### config.mk
export PLATFORM = sky130hd
export DESIGN_NAME = dmem_bridge
export DESIGN_NICKNAME = d
export VERILOG_FILES = /design/src/rtl/dmem_bridge.sv
export SDC_FILE = /design/constraint.sdc
export NUM_CORES = 1
export LEC_CHECK = 0
export BUFFER_PORTS_ARGS = -buffer_cell sky130_fd_sc_hd__buf_2
export CORE_ASPECT_RATIO = 0.75
export CORE_UTILIZATION = 30
export DETAILED_ROUTE_END_ITERATION = 6
export HOLD_SLACK_MARGIN = 0.1
export PLACE_DENSITY = 0.57
export SLEW_MARGIN = 15
export SYNTH_ARGS = -nofsm -noshare
export SYNTH_HDL_FRONTEND = slang
export SYNTH_SLANG_ARGS = --single-unit
### constraint.sdc
create_clock -name clk -period 3.6 [get_ports clk]
set_clock_uncertainty 0.2 [all_clocks]
set_input_delay 0 -clock clk [delete_from_list [all_inputs] [get_ports clk]]
set_output_delay 0 -clock clk [all_outputs]
set_load 0.01 [all_outputs]
### src/rtl/dmem_bridge.sv
// MEM-stage to req/ack data-bus bridge: stalls the core per access, returns load data, flags faults.
// Optional one-entry posted write buffer enabled by DMEM_BRIDGE_POSTED_WRITE_EN.
module dmem_bridge #(
    parameter int ADDR_W  = 32,
    parameter int DATA_W  = 32,
    parameter int TIMEOUT = 255
) (
    input  logic              clk,
    input  logic              rst,
    input  logic              i_write_en,
    input  logic              i_read_en,
    input  logic [ADDR_W-1:0] i_addr,
    input  logic [DATA_W-1:0] i_write_data,
    output logic [DATA_W-1:0] o_read_data,
    output logic              o_stall,
    output logic              o_fault,
    output logic              o_bus_req,
    output logic              o_bus_we,
    output logic [ADDR_W-1:0] o_bus_addr,
    output logic [DATA_W-1:0] o_bus_wdata,
    input  logic              i_bus_ack,
    input  logic [DATA_W-1:0] i_bus_rdata,
    input  logic              i_bus_err
);
    localparam int CNT_W = (TIMEOUT < 2) ? 1 : $clog2(TIMEOUT + 1);

    typedef enum logic [1:0] {S_IDLE, S_BUS, S_DONE} state_t;

    state_t           state;
    logic [CNT_W-1:0] wait_cnt;
    logic             posted;
    logic             access, aligned, single, can_post, timeout_hit;

    assign access      = i_read_en | i_write_en;
    assign aligned     = (i_addr[1:0] == 2'b00);
    assign single      = i_read_en ^ i_write_en;
    assign timeout_hit = (wait_cnt == CNT_W'(TIMEOUT - 1));

`ifdef DMEM_BRIDGE_POSTED_WRITE_EN
    // In IDLE the buffer is always empty, so any aligned pure write can be posted.
    assign can_post = i_write_en & ~i_read_en & aligned;
`else
    assign can_post = 1'b0;
`endif

    always_comb begin
        o_stall = 1'b0;
        if (!rst) begin
            case (state)
                S_IDLE:  o_stall = access & ~can_post;
                // A draining posted write only holds the core if it presents a new access.
                S_BUS:   o_stall = posted ? access : 1'b1;
                default: o_stall = 1'b0;
            endcase
        end
    end

    always_ff @(posedge clk or posedge rst) begin
        if (rst) begin
            state       <= S_IDLE;
            wait_cnt    <= '0;
            posted      <= 1'b0;
            o_read_data <= '0;
            o_fault     <= 1'b0;
            o_bus_req   <= 1'b0;
            o_bus_we    <= 1'b0;
            o_bus_addr  <= '0;
            o_bus_wdata <= '0;
        end else begin
            o_fault <= 1'b0;
            case (state)
                S_IDLE: begin
                    wait_cnt <= '0;
                    if (access) begin
                        o_bus_we    <= i_write_en;
                        o_bus_addr  <= {i_addr[ADDR_W-1:2], 2'b00};
                        o_bus_wdata <= i_write_data;
                        if (aligned && single) begin
                            o_bus_req <= 1'b1;
                            posted    <= can_post;
                            state     <= S_BUS;
                        end else begin
                            o_fault <= 1'b1;
                            state   <= S_DONE;
                        end
                    end
                end
                S_BUS: begin
                    wait_cnt <= wait_cnt + 1'b1;
                    // Ack has priority over a timeout landing in the same cycle.
                    if (i_bus_ack || timeout_hit) begin
                        o_bus_req <= 1'b0;
                        posted    <= 1'b0;
                        state     <= posted ? S_IDLE : S_DONE;
                        if (!i_bus_ack || i_bus_err) begin
                            o_fault <= 1'b1;
                            if (!o_bus_we) o_read_data <= '0;
                        end else if (!o_bus_we) begin
                            o_read_data <= i_bus_rdata;
                        end
                    end
                end
                default: begin
                    wait_cnt <= '0;
                    state    <= S_IDLE;
                end
            endcase
        end
    end
endmodule

==> results.yml <==
global_routing:
  grt_pass1_wl_um: 23900
  antenna_found_initial: 0
  groute.usage.overall_pct: 18.2
  grt_max_degree: 75
  grt_pass1_vias: 5007
  grt_overflow_total: 0
floorplan:
  start_util_pct: 31.0
  pin_count: 202
  core-area_um2: 15400
  dieHeight_um: 111
  num_rows: 39
  die_width_um: 147
  die-area_um2: 16400
timing:
  hold_ws_ps: 135
  period_needed_ps: 2680
  slew_violations: 0
  grt_setup_unrepaired: "false"
  setup_violations: 0
  tightest_slew_ps: 1070
  fin_tns_setup_ps: 0
  post-route-period-util_pct: 74.4
  maxSlewHeadroom_pct: 28.5
  fmax_mhz: 374
  hold_violations: 0
cells_and_area:
  antenna_cells: 0
  final_area_um2: 7390
  utilization_pct: 48.1
  fin_cells: 1026
  final_common_cell: "buf_2"
  synthToLayoutAreaGrowth_pct: 55.4
  nNetsFinal: 921
  final_cell_mix: "199 x buf_2, 190 x nand2_1, 127 x dlygate4sd3_1, 107 x dfrtp_1, 38 x inv_1"
  drive_above_1_share_pct: 27.8
routing:
  drt-wirelength-per-cell_um: 14.0
  via_count: 4801
  ant_nets: 0
  drtIter0Drc: 235
  drc_errors: 0
  avgViaCountPerCell: 4.68
  wl_um: 14300
  drt_first_pass_iters: 5
worst_setup_path:
  critPathRequiredTime_ps: 3650
  arrival_ps: 2720
  timing.rr.start: "o_bus_we$_DFFE_PP0P_"
  crit_path_max_fanout: 35
  path_class: "register to register"
  startpoint_type: "register"
  r2r_slack_ps: 920
  critPathCaptureType: "register"
  worstReg2RegEnd: "o_read_data[16]$_DFFE_PP0P_"
  worst_r2r_path_depth: 5
cts:
  clk_root_buffer_cell: "clkbuf_16"
  cts_made_buffers: 9
  cts_tree: "yes"
  clock_latency_ps: 350
  htree_levels: 3
  path_clk_slew_ps: 80
  cts_sinks: 107
  cts_resized: 0
  clk_path_buf_depth: 2
  postCtsSetupRepairBufs: 0
yosys:
  netlist_instances: 508
  synthSimpleGateAreaFrac_pct: 23.7
  yosysWarnings: 0
  seq_area_frac_synth_pct: 56.3
  synthXorXnorAreaFrac_pct: 0.552
  yosysUniqueCellTypes: 31
  ys_ff_latch: 107
  synthMuxAreaShare_pct: 0
  syn_area_um2: 4760
  synth_fa_ha_area_share_pct: 0.789
  avgSynthCellArea_um2: 9.37
  synth-compound-area-share_pct: 10.7
  synth_top_family_by_area: "simple AND/OR/NAND/NOR gates"
hold_path:
  hp-start: "i_bus_ack"
  hold_path_depth: 3
  hp-class: "input port to register"
  min_to: "o_read_data[28]$_DFFE_PP0P_"
placed_design:
  placed_cell_area_um2: 5830
  dp_cells: 883
  place_congestion: 0.807
  dp_hpwl_um: 8630
  portBuffers: 199
pwr:
  powerDensity_nw_per_um2: 500
  p_leak_nw: 3.67
  ir_drop_v: 0.000204
job:
  maxCapViolations: 0
status:
  status: "completed"
[layout make-up]
class	count	area, um^2
inverters	39	149
repair buffers	331	2300
clock inverters	5	42.5
flip-flops and latches	107	2680
clock buffers	11	253
fillers	1448	7980
well taps	205	256
multi-input cells	328	1710
[synth_stat cells]
master,count,area (um^2)
nand2_1,190,713
dfrtp_1,107,2680
inv_1,39,146
o21ai_0,37,185
nand4b_1,32,280
o211ai_1,32,240
clkbuf_1,12,45.0
buf_2,9,45.0
buf_6,9,101
buf_4,5,37.5
nand3_1,5,25.0
nor2_1,5,18.8
a21oi_1,3,15.0
ha_1,3,37.5
or3_1,3,18.8
xor2_1,2,17.5
a211oi_1,1,7.51
a31oi_1,1,6.26
a32o_1,1,10.0
conb_1,1,3.75
nand2b_1,1,6.26
nand4_2,1,12.5
nor3_4,1,16.3
nor3b_4,1,18.8
o21ba_2,1,10.0
o21bai_4,1,18.8
o22ai_1,1,6.26
o31a_1,1,8.76
or3_4,1,11.3
or3b_2,1,8.76
xnor2_1,1,8.76
[worst max-delay path by stage]
stage | startpoint | to | depth (start not counted)
after detailed placement | state[1]$_DFFE_PP0P_ | o_read_data[16]$_DFFE_PP0P_ | 4
after CTS | o_bus_we$_DFFE_PP0P_ | o_read_data[16]$_DFFE_PP0P_ | 5
after global placement | state[1]$_DFFE_PP0P_ | o_read_data[20]$_DFFE_PP0P_ | 4
final | o_bus_we$_DFFE_PP0P_ | o_read_data[16]$_DFFE_PP0P_ | 5
after floorplan | rst | o_bus_addr[10]$_DFFE_PP0P_ | 1
after global routing | o_bus_we$_DFFE_PP0P_ | o_read_data[16]$_DFFE_PP0P_ | 5
[through the flow]
stage | setup slack [ps] | total power [mW]
after floorplan | 583 | 2.23
after global placement | 1450 | 2.63
after detailed placement | 1400 | 2.66
after CTS | 1010 | 3.74
after global routing | 841 | 3.94
final | 923 | 3.70
[power breakdown]
group          internal (mW)  leakage [nW]  switching (mW)  total (mW)
Combinational          0.451          2.31           0.617        1.07
Sequential              1.47          1.22           0.189        1.66
Clock                  0.516         0.143           0.453       0.969
[repair_timing]
item                                    in CTS  in global routing
endpoints found under the setup margin       0                  0
endpoints found under the hold margin      171                  0
hold buffers                               127                  0
[sequential cells by signal, summed over array words and instances (netlist names)]
signal       count
o_bus_wdata     32
o_read_data     32
o_bus_addr      30
wait_cnt         8
state            2
o_bus_req        1
o_bus_we         1
o_fault          1
[critical path: stages (launching register included)]
cell           delay, ps
dfrtp_1              780
nor3b_4              310
buf_4                380
nand4b_1             160
dlygate4sd3_1        620
o211ai_1             120
[metal layers]
layer	track usage [%]	part of all wire (%)	vias up
li1	-	-	2288
met1	21.7	43	2299
met2	31.8	50	182
met3	3.79	5.0	32
met4	7.35	2.5	0
met5	0	0	-
[logic make-up after synthesis]
logic type / Yosys count
compound gates: 79
xor+xnor: 3
fa+ha+maj: 3
buf+inv: 74
flops: 107
other cells: 1
simple gates: 241
(Power assumes the default switching activity.)
